===== config.mk =====
export PLATFORM = sky130hd
export DESIGN_NAME = multimode_counter_n
export DESIGN_NICKNAME = d
export VERILOG_FILES = /design/src/rtl/multimode_counter_n.sv
export SDC_FILE = /design/constraint.sdc
export NUM_CORES = 1
export LEC_CHECK = 0
export CORE_MARGIN = 1.5
export CORE_UTILIZATION = 30
export DETAILED_ROUTE_END_ITERATION = 12
export PLACE_DENSITY = 0.65
export SLEW_MARGIN = 20
export SYNTH_ARGS = -nofsm -noshare
export SYNTH_HDL_FRONTEND = slang
export SYNTH_SLANG_ARGS = --single-unit

===== constraint.sdc =====
create_clock -name clock -period 2.4 [get_ports clock]
set_clock_uncertainty 0.15 [all_clocks]
set_input_delay 0.72 -clock clock [delete_from_list [all_inputs] [get_ports clock]]
set_output_delay 0.72 -clock clock [all_outputs]
set_load 0.01 [all_outputs]

===== src/rtl/multimode_counter_n.sv =====
// multimode_counter_n
//   WIDTH-bit counter with four run-time modes (binary up/down, Gray up/down),
//   synchronous parallel load, terminal-count flag, wrap pulse and optional
//   saturation. All state updates happen on the falling edge of clock.
//
// Ports
//   clock       in   1      clock, state updates on falling edge
//   nreset      in   1      asynchronous active-low reset
//   enable      in   1      advance one step per falling edge
//   mode        in   2      00 bin up, 01 bin down, 10 Gray up, 11 Gray down
//   load        in   1      load load_value on next falling edge (beats enable)
//   load_value  in   WIDTH  binary index to load
//   count       out  WIDTH  registered, encoded per mode
//   tc          out  1      terminal count, combinational from idx and mode
//   wrap        out  1      registered one-cycle pulse after a wrap
module multimode_counter_n #(
  parameter int unsigned WIDTH = 4,
  parameter bit          WRAP  = 1'b1
) (
  input  logic             clock,
  input  logic             nreset,
  input  logic             enable,
  input  logic [1:0]       mode,
  input  logic             load,
  input  logic [WIDTH-1:0] load_value,
  output logic [WIDTH-1:0] count,
  output logic             tc,
  output logic             wrap
);

  localparam logic [WIDTH-1:0] IDX_MAX  = {WIDTH{1'b1}};
  localparam logic [WIDTH-1:0] IDX_ZERO = {WIDTH{1'b0}};
  localparam logic [WIDTH-1:0] IDX_ONE  = WIDTH'(1);

  // Binary index to output code: identity for binary modes, reflected Gray otherwise.
  function automatic logic [WIDTH-1:0] enc(input logic [WIDTH-1:0] idx,
                                           input logic             gray);
    enc = gray ? (idx ^ (idx >> 1)) : idx;
  endfunction

  logic [WIDTH-1:0] idx_q, idx_d;
  logic [WIDTH-1:0] count_q, count_d;
  logic             wrap_q, wrap_d;
  logic             mode_down;
  logic             mode_gray;
  logic             at_max;
  logic             at_zero;

  assign mode_down = mode[0];
  assign mode_gray = mode[1];
  assign at_max    = (idx_q == IDX_MAX);
  assign at_zero   = (idx_q == IDX_ZERO);

  // Next index and wrap flag: load > enable > hold.
  always_comb begin
    idx_d  = idx_q;
    wrap_d = 1'b0;
    if (load) begin
      idx_d = load_value;
    end else if (enable) begin
      if (mode_down) begin
        if (at_zero) begin
          if (WRAP) begin
            idx_d  = IDX_MAX;
            wrap_d = 1'b1;
          end
        end else begin
          idx_d = idx_q - IDX_ONE;
        end
      end else begin
        if (at_max) begin
          if (WRAP) begin
            idx_d  = IDX_ZERO;
            wrap_d = 1'b1;
          end
        end else begin
          idx_d = idx_q + IDX_ONE;
        end
      end
    end
  end

  // count is re-encoded every edge so a mode change alone still updates the code.
  always_comb begin
    count_d = enc(idx_d, mode_gray);
  end

  // State registers on the falling edge, cleared asynchronously.
  always_ff @(negedge clock or negedge nreset) begin
    if (!nreset) begin
      idx_q   <= IDX_ZERO;
      count_q <= IDX_ZERO;
      wrap_q  <= 1'b0;
    end else begin
      idx_q   <= idx_d;
      count_q <= count_d;
      wrap_q  <= wrap_d;
    end
  end

  assign count = count_q;
  assign wrap  = wrap_q;
  assign tc    = mode_down ? at_zero : at_max;

endmodule


; ---- After elaboration in Yosys (flattened, before gate mapping)
; Index checks and enable logic that the tools add are counted.
; Widths: inputs -> output; s select.
[word_totals]
latchBits = 0
out_inout_bits = 6
register_bits = 9
rom_bits = 0
inputBits = 10
mem_count = 0
mem_bits_rw = 0
[op_classes]
shifts = 0
n_mux = 12
n_eq_ne = 1
n_div = 0
n_mul = 0
n_bitwise = 1
n_lt_le_gt_ge = 0
n_addsub = 2
reduce_logical = 1
[ops]
columns = operator, count
row1 = $mux 4, 6
row2 = $mux 1, 6
row3 = $add 4x1->4 const B, 1
row4 = $eq 4x4->1 const B, 1
row5 = $logic_not 4->1, 1
row6 = $sub 4x1->4 const B, 1
row7 = $xor 4x3->4, 1

; ---- Logic depth before layout (Yosys ltp)
[depth]
depth_word = 7
ltp_mapped = 7
ltp_nobuf = 7

==> results.cfg <==
[worst_setup_path]
crit_fanout = 3
max_stage_delay_ns = 0.48
critPathKind = reg -> out
worstPathArrival_ns = 2.49
r2r_setup_slack_ns = 0.19
end_kind = output pin
crit_chain = buf_6, inv_4, ha_4, nand3_4, nand2_2, buf_6
r2r-start = idx_q[1]
cp.required_ns = 1.53
crit_path_start = idx_q[1]
cp-endpoint = tc
r2r_cells = 10
cp_common_cell = buf_6
crit_slowest_cell = dfrtn_1
crit_path_start_kind = register
reg2reg_to = count[1]

[sta]
worst_pin_slew_ns = 0.2965
slew_headroom = 0.7992
setup_viol = 14
slew_viol_final = 0
setup_ws_ns = -0.9608
timing.hold.ws_ns = 0.6366
rsz0062_at_grt = yes
hold_viol_final = 0

[place]
port_buffers = 15
dp_hpwl_um = 882.6
gp_congestion = 0.7991

[yosys]
synth.distinct_cells = 28
synth_xor_area_frac = 0.07000
synth_fa_ha_area_frac = 0.05000
synth-seq-cells = 8
synth_compound_area_frac = 0.1675
yosysSeqAreaShare = 0.4000
synthCells = 52
postSynthAreaPerCell_um2 = 9.625
synthMuxAreaShare = 0.04250
synth_top_family_by_area = simple AND/OR/NAND/NOR gates
synth_nets = 64
synth_warnings = 0
synth.cell_area_um2 = 500.5
synth_simple_gate_area_frac = 0.2250

[clocking]
cts_buffers = 3
insertion_delay_ns = 0.26
clockBufferDepth = 2
clk_pin_slew_ns = 0.04
holdBufCountCts = 0
cts_sinks = 8
htreeDepth = 1
cts_tree = done
root_buffer = clkbuf_4

[outcome]
failed_checks = setup timing
status = complete, but fails checks

[hold_path]
min-delay-start = idx_q[0]
hold_class = reg -> reg

[drt]
wirelength_um = 1378
viasPerCell = 4.991
post-route-drc-count = 0
ant_nets = 0
dr.pass1.iters = 4
wire_per_inst_um = 13.00
num_vias = 529
initialDrtViolationCount = 12

[pwr]
power_mw = 0.4996
powerDensity_mw_per_mm2 = 520.6
ir_drop_mv = 0.2246
leakage_nw = 0.4528

[layout]
diodes = 0
areaGrowthSynthToFinish_pct = 91.75
nets = 104
drive_gt1_frac = 0.5444
final_util = 0.6226
final_common_cell = buf_4
layout_common_cells = buf_4 (12), buf_6 (11), dfrtn_1 (8), buf_2 (5), clkdlybuf4s50_1 (5)

[floorplanning]
floorplan.initialDensity = 0.3247
die_w_um = 43.85
dieArea_mm2 = 0.001922
rows = 14
core_area_mm2 = 0.001541
pin_count = 16
fp.dieH_um = 43.85

[grt]
overflow = 0
grt_max_degree = 9
grt_usage = 0.1504
first_global_vias = 513
antenna_found_initial = 0
grt_pass1_wl_um = 2070

[run]
maxCapViolations = 0
==> synthesized netlist by cell type, drive strengths merged <==
cell type | instances | share of area
nand4b | 1 | 0.018
xor2 | 1 | 0.018
clkbuf | 1 | 0.0075
a211oi | 1 | 0.015
and3b | 1 | 0.018
o31a | 2 | 0.038
nor2 | 4 | 0.030
mux2 | 1 | 0.022
a21oi | 2 | 0.020
o21ai | 1 | 0.010
nand3 | 3 | 0.030
ha | 2 | 0.050
mux2i | 1 | 0.020
xnor2 | 3 | 0.053
a31o | 1 | 0.018
nand2b | 2 | 0.025
o311ai | 2 | 0.050
buf | 1 | 0.015
nand2 | 6 | 0.045
or4b | 1 | 0.020
inv | 3 | 0.022
or2b | 1 | 0.015
nor2b | 1 | 0.013
nand4 | 1 | 0.013
a211o | 1 | 0.018
dfrtn | 8 | 0.40
==> critical path, delay by kind of cell (launching register included) <==
kind | cells | cell delay, ns
DFF | 1 | 0.48
adders and majority gates | 1 | 0.15
buffers and inverters | 3 | 0.28
and+or+nand+nor | 2 | 0.12
==> layer usage <==
metal  GRT usage  up-vias  share of wire
li1            -      263              -
met1      0.1923      246           0.43
met2      0.2353       18           0.52
met3     0.01250        2          0.038
met4      0.1091        0          0.010
met5           0        -              0
==> report_power, final <==
group          switching (mW)  total, mW  internal [mW]
combinational          0.0971      0.231          0.134
sequential             0.0133      0.170          0.157
clock                  0.0413     0.0982         0.0569
==> state kept, by name, summed over array words and instances, names as in the netlist <==
register / flops
wrap: 1
count: 4
idx_q: 3
==> layout make-up <==
type	count	area, um^2
clock buffer	3	22.52
fill	129	581.8
inverter	3	13.76
multi-input combinational	39	355.3
sequential	8	200.2
tap	16	20.02
timing repair buffer	37	347.8
==> cells by family (layout without fill, tap and decap cells) <==
group,count (synthesis),after routing
AO/OA/AOI/OAI,10,10
XOR/XNOR,4,4
adder cells (fa/ha/maj),2,2
buffers and inverters,5,43
flip-flops,8,8
multiplexers,2,2
AND/OR/NAND/NOR,21,21
==> worst min-delay path by stage <==
| stage | end | slack (ns) | depth (start not counted) |
|---|---|---|---|
| CTS | idx_q[0] | 0.59 | 3 |
| global placement | idx_q[0] | 0.60 | 3 |
| floorplan | idx_q[0] | 0.44 | 2 |
| finish | idx_q[0] | 0.64 | 3 |
| detailed placement | idx_q[0] | 0.62 | 3 |
| global route | idx_q[0] | 0.69 | 3 |
==> through the flow <==
| stage | TNS [ns] | setup WS, ns | cell area, um^2 | cells |
|---|---|---|---|---|
| finish | -6.308 | -0.9608 | 959.7 | 106 |
| global route | -6.727 | -1.019 | 959.7 | 106 |
| CTS | -6.101 | -0.9780 | 894.6 | 102 |
| detailed placement | -12.80 | -1.270 | 780.7 | 92 |
| global placement | -12.59 | -1.234 | 780.7 | 92 |
| floorplan | -4.457 | -0.6257 | 531.8 | 52 |
==> timing repair <==
action	in CTS	in global routing
gates resized for setup	53	8
hold endpoints to repair	0	0
buffers inserted	8	5
setup endpoints to repair	14	14
pin swaps	7	5
Power figures use the tool's default switching activity.
